File: config.mk
export PLATFORM = sky130hd
export DESIGN_NAME = can_bit_destuff
export DESIGN_NICKNAME = d
export VERILOG_FILES = /design/src/rtl/can_bit_destuff.sv
export SDC_FILE = /design/constraint.sdc
export NUM_CORES = 1
export LEC_CHECK = 0
export CAP_MARGIN = 15
export CORE_MARGIN = 2
export CORE_UTILIZATION = 26
export CTS_CLUSTER_DIAMETER = 200
export CTS_CLUSTER_SIZE = 10
export DETAILED_ROUTE_END_ITERATION = 8
export GPL_ROUTABILITY_DRIVEN = 0
export GPL_TIMING_DRIVEN = 0
export HOLD_SLACK_MARGIN = 0.05
export PLACE_DENSITY_LB_ADDON = 0.3
export SYNTH_ARGS = -nofsm -noshare
export SYNTH_HDL_FRONTEND = slang
export SYNTH_SLANG_ARGS = --single-unit
File: constraint.sdc
create_clock -name i_Clock -period 4 [get_ports i_Clock]
set_clock_uncertainty 0.2 [all_clocks]
set_input_delay 0.8 -clock i_Clock [delete_from_list [all_inputs] [get_ports i_Clock]]
set_output_delay 0.8 -clock i_Clock [all_outputs]
set_load 0.02 [all_outputs]
File: src/rtl/can_bit_destuff.sv
// can_bit_destuff: stream-based CAN bit destuffer.
//
// Sits between the bit-timing sampler and the frame receiver. Consumes one
// sampled bit per i_Bit_Valid strobe. Inside the stuffing region (i_Enable=1)
// it drops the complementary bit inserted after STUFF_LEN equal bits and flags
// a stuff violation when STUFF_LEN+1 equal bits arrive. Outside the region
// every strobed bit passes straight through. All output strobes are
// registered and appear one cycle after the input strobe.
//
// Parameters:
//   STUFF_LEN  equal bits that force a stuff bit (2..15)
//   CNT_W      width of the run-length counter, must be able to hold STUFF_LEN
//
// Ports:
//   i_Clock       system clock, rising edge
//   i_Reset       asynchronous active-high reset
//   i_Bit_Valid   strobe: i_Bit holds a new sampled bit
//   i_Bit         sampled bus bit (0 = dominant)
//   i_Enable      stuffing region active; low = transparent pass-through
//   i_Clear       synchronous clear of the error state and sticky flag
//   o_Bit_Valid   strobe for a forwarded (non-stuff) bit
//   o_Bit         forwarded bit value (0 when o_Bit_Valid is low)
//   o_Stuff_Drop  pulse: a stuff bit was removed
//   o_Stuff_Err   pulse: stuff violation
//   o_Err_Flag    sticky error flag, set with o_Stuff_Err
//   o_Run_Len     current count of equal bits
//   o_Stuff_Cnt   (only with CAN_FD_STUFF_COUNT_EN) modulo-8 count of dropped
//                 stuff bits since i_Enable last rose
//
// Build option: define CAN_FD_STUFF_COUNT_EN to add o_Stuff_Cnt.

module can_bit_destuff #(
  parameter int STUFF_LEN = 5,
  parameter int CNT_W     = 4
) (
  input  logic             i_Clock,
  input  logic             i_Reset,
  input  logic             i_Bit_Valid,
  input  logic             i_Bit,
  input  logic             i_Enable,
  input  logic             i_Clear,
  output logic             o_Bit_Valid,
  output logic             o_Bit,
  output logic             o_Stuff_Drop,
  output logic             o_Stuff_Err,
  output logic             o_Err_Flag,
  output logic [CNT_W-1:0] o_Run_Len
`ifdef CAN_FD_STUFF_COUNT_EN
  ,
  output logic [2:0]       o_Stuff_Cnt
`endif
);

  typedef enum logic [1:0] {IDLE, COUNT, EXPECT_STUFF, ERROR} state_t;

  localparam logic [CNT_W-1:0] RUN_MAX = CNT_W'(STUFF_LEN);
  localparam logic [CNT_W-1:0] RUN_ONE = CNT_W'(1);

  state_t           state, state_n;
  logic [CNT_W-1:0] run, run_n;
  logic             last, last_n;
  logic             fwd_n, fbit_n, drop_n, err_n, flag_n;

  always_comb begin
    state_n = state;
    run_n   = run;
    last_n  = last;
    fwd_n   = 1'b0;
    fbit_n  = 1'b0;
    drop_n  = 1'b0;
    err_n   = 1'b0;
    flag_n  = o_Err_Flag;

    // A violation detected in the same cycle overrides the clear below.
    if (i_Clear) flag_n = 1'b0;

    if (!i_Enable) begin
      // Leaving (or outside) the stuffing region: any pending stuff
      // expectation is abandoned and a concurrent bit passes through,
      // except a bit that arrives together with i_Clear while in ERROR.
      state_n = IDLE;
      run_n   = '0;
      if (i_Bit_Valid && !(state == ERROR && i_Clear)) begin
        fwd_n  = 1'b1;
        fbit_n = i_Bit;
      end
    end else begin
      unique case (state)
        IDLE: begin
          if (i_Bit_Valid) begin
            state_n = COUNT;
            run_n   = RUN_ONE;
            last_n  = i_Bit;
            fwd_n   = 1'b1;
            fbit_n  = i_Bit;
          end
        end
        COUNT: begin
          if (i_Bit_Valid) begin
            fwd_n  = 1'b1;
            fbit_n = i_Bit;
            if (i_Bit == last) begin
              run_n = run + RUN_ONE;
            end else begin
              run_n  = RUN_ONE;
              last_n = i_Bit;
            end
            if (run_n == RUN_MAX) state_n = EXPECT_STUFF;
          end
        end
        EXPECT_STUFF: begin
          if (i_Bit_Valid) begin
            if (i_Bit != last) begin
              // The stuff bit itself starts the next run.
              drop_n  = 1'b1;
              run_n   = RUN_ONE;
              last_n  = i_Bit;
              state_n = COUNT;
            end else begin
              err_n   = 1'b1;
              flag_n  = 1'b1;
              state_n = ERROR;
            end
          end
        end
        ERROR: begin
          if (i_Clear) begin
            state_n = IDLE;
            run_n   = '0;
          end
        end
        default: state_n = IDLE;
      endcase
    end
  end

  always_ff @(posedge i_Clock or posedge i_Reset) begin
    if (i_Reset) begin
      state        <= IDLE;
      run          <= '0;
      last         <= 1'b1;
      o_Bit_Valid  <= 1'b0;
      o_Bit        <= 1'b0;
      o_Stuff_Drop <= 1'b0;
      o_Stuff_Err  <= 1'b0;
      o_Err_Flag   <= 1'b0;
    end else begin
      state        <= state_n;
      run          <= run_n;
      last         <= last_n;
      o_Bit_Valid  <= fwd_n;
      o_Bit        <= fbit_n;
      o_Stuff_Drop <= drop_n;
      o_Stuff_Err  <= err_n;
      o_Err_Flag   <= flag_n;
    end
  end

  assign o_Run_Len = run;

`ifdef CAN_FD_STUFF_COUNT_EN
  // Counter restarts on the rising edge of i_Enable; it cannot coincide with
  // a drop because the FSM is in IDLE on that cycle.
  logic enable_q;

  always_ff @(posedge i_Clock or posedge i_Reset) begin
    if (i_Reset) begin
      enable_q    <= 1'b0;
      o_Stuff_Cnt <= 3'd0;
    end else begin
      enable_q <= i_Enable;
      if (i_Enable && !enable_q) o_Stuff_Cnt <= 3'd0;
      else if (drop_n)           o_Stuff_Cnt <= o_Stuff_Cnt + 3'd1;
    end
  end
`endif

endmodule

==> impl_metrics.env <==
export IMPL_syn_to_final_growth_pct=31.82
export IMPL_antenna_cells=0
export IMPL_postSynthNetCount=67
export IMPL_final_nets=86
export IMPL_whs_ps=332.0
export IMPL_required_ps=3000
export IMPL_crit_chain="clkdlybuf4s50_1"
export IMPL_hp_class="flop to flop"
export IMPL_ys_types=33
export IMPL_antenna_found_initial=0
export IMPL_htreeDepth=1
export IMPL_cts_resized=0
export IMPL_design_power_total_uw=252.5
export IMPL_drv_cap=0
export IMPL_synth_warnings=0
export IMPL_die_h_um=53.35
export IMPL_crit_arrival_ps=1370
export IMPL_cts_sinks=12
export IMPL_yosys_register_bits=12
export IMPL_fp_dieW_um=53.35
export IMPL_start_kind="flop"
export IMPL_grt_util_all_layers_pct=11.64
export IMPL_finalHoldViolCount=0
export IMPL_cp_end_kind="primary output"
export IMPL_clk_latency_ps=270
export IMPL_timing_fmax_ghz=0.4212
export IMPL_grt_max_degree=13
export IMPL_finalSetupTns_ps=0
export IMPL_wire_per_inst_um=12.42
export IMPL_synth_cells=60
export IMPL_synth_edf_count=0
export IMPL_avgViaCountPerCell=4.830
export IMPL_critPathMaxFanout=7
export IMPL_critPathKind="flop to primary output"
export IMPL_clockRootBuffer="clkbuf_4"
export IMPL_async_reset_ff_share_pct=100.0
export IMPL_clockBufferDepth=2
export IMPL_drt_iter0_drc=6
export IMPL_grt_pass1_vias=498
export IMPL_cts_tree="done"
export IMPL_fillers=254
export IMPL_seqCellArea_sq_um=301.5
export IMPL_synth_ff_type="dfrtp_1"
export IMPL_clkTransAtPathRegs_ps=70
export IMPL_portBuffers=14
export IMPL_power_per_cell_area_nw_per_um2=302.6
export IMPL_core_area_sq_um=2255
export IMPL_wl_um=1316
export IMPL_vias=512
export IMPL_grt_setup_unrepaired="no"
export IMPL_slowest_stage="clkdlybuf4s50_1"
export IMPL_final_cell_mix="clkdlybuf4s50_1, dfrtp_1, inv_1"
export IMPL_cts_inserted_buffers=3
export IMPL_fp_row_count=17
export IMPL_dpl_hpwl_um=971.9
export IMPL_grt_pass1_wl_um=2256
export IMPL_synth_area_sq_um=633.1
export IMPL_start_util_pct=28.08
export IMPL_hold_buffers=0
export IMPL_cp_num_buf_inv=1
export IMPL_worstMarginPinSlew_ps=467.2
export IMPL_post_cts_setup_buffers=0
export IMPL_drt_pass1_iter_count=4
export IMPL_setup_viol=0
export IMPL_multi_input_area_sq_um=307.8
export IMPL_drc_errors=0
export IMPL_ys_seq_area_share_pct=47.63
export IMPL_vdd_drop_max_uv=109.6
export IMPL_ant_nets=0
export IMPL_status="completed"
export IMPL_mostFrequentLayoutCell="clkdlybuf4s50_1"
export IMPL_crit_family="buffers and inverters"
export IMPL_avgSynthCellArea_sq_um=10.55
export IMPL_ios=15
export IMPL_relSlewSlack_pct=68.82
export IMPL_overflow=0
export IMPL_max_stage_delay_ps=640
export IMPL_drv_slew=0
export IMPL_design_die_area_sq_um=2846
export IMPL_period_share_pct=59.36
export IMPL_p_leak_nw=0.3627
export IMPL_drive_gt1_share_pct=11.54
export IMPL_final_min_clock_period_ps=2374
per-layer routing:
layer	vias to the layer above	GRT usage, %	share of wire [%]
met1	249	14.76	47
met4	0	8.974	3.0
met3	4	2.542	2.5
met2	7	16.87	48
li1	252	-	-
met5	-	0	0
sequential cells by signal (all words and copies together) (netlist names):
signal,flops
o_Run_Len,4
state,2
last,1
o_Bit,1
o_Bit_Valid,1
o_Err_Flag,1
o_Stuff_Drop,1
o_Stuff_Err,1
layout make-up:
cell class | count | share of cell area [%]
buffer | 1 | 0.5997
clock buffer | 4 | 3.148
inverter | 5 | 2.249
multi-input combinational | 42 | 36.88
sequential | 12 | 36.13
tap | 28 | 4.198
timing repair buffer | 14 | 16.79
tightest hold or removal path, cell delays in order (launching register included):
cell     delay (ps)
dfrtp_1         370
inv_1            50
o22ai_1          70
power by group:
| part | leakage, nW | switching [mW] | internal [mW] | total [mW] |
|---|---|---|---|---|
| clock network | 0.0150 | 0.0397 | 0.0386 | 0.0784 |
| logic | 0.190 | 0.0219 | 0.0197 | 0.0416 |
| registers | 0.158 | 0.00573 | 0.127 | 0.133 |
| total | 0.363 | 0.0674 | 0.185 | 0.253 |
final timing paths:
path                                    from      endpoint  slack, ps  cells after the start
min in group asynchronous            i_Reset  o_Run_Len[3]        630                      2
max in group asynchronous            i_Reset          last       2620                      2
worst min-delay path              o_Err_Flag    o_Err_Flag        330                      2
worst min register to register    o_Err_Flag    o_Err_Flag        330                      2
worst max register to register  o_Run_Len[0]      state[0]       2300                      3
worst max-delay path            o_Run_Len[0]  o_Run_Len[0]       1630                      1
through the flow:
stage / setup slack (ps) / std cells / area [sq um] / utilization [%]
after floorplan: 2161 / 60 / 633.1 / -
after global placement: 1415 / 102 / 808.3 / 35.85
after global routing: 1567 / 106 / 834.6 / 37.01
after detailed placement: 1400 / 102 / 808.3 / 35.85
final: 1626 / 106 / 834.6 / 37.01
after CTS: 1614 / 106 / 834.6 / 37.01
synthesized netlist by cell type (all sizes together) (2+ instances only):
master / number / area share [%]
dfrtp: 11 / 43
inv: 5 / 3.0
nor2b: 4 / 4.0
o21ai: 4 / 3.2
and3: 3 / 3.0
nor3: 3 / 4.0
a21oi: 2 / 1.6
mux2: 2 / 3.6
mux2i: 2 / 3.2
nand2: 2 / 1.2
nand3: 2 / 1.6
nor2: 2 / 1.2
xnor2: 2 / 4.0
cells by family (layout without fill, tap and decap cells):
| group | Yosys count | after routing | share of synthesized area [%] |
|---|---|---|---|
| flops | 12 | 12 | 47.63 |
| fa+ha+maj | 1 | 1 | 1.976 |
| compound gates | 12 | 12 | 12.45 |
| buf+inv | 6 | 24 | 3.754 |
| simple gates | 22 | 22 | 22.14 |
| mux | 4 | 4 | 6.719 |
| xor+xnor | 3 | 3 | 5.337 |
No activity file was read; power rests on OpenSTA's default activity.
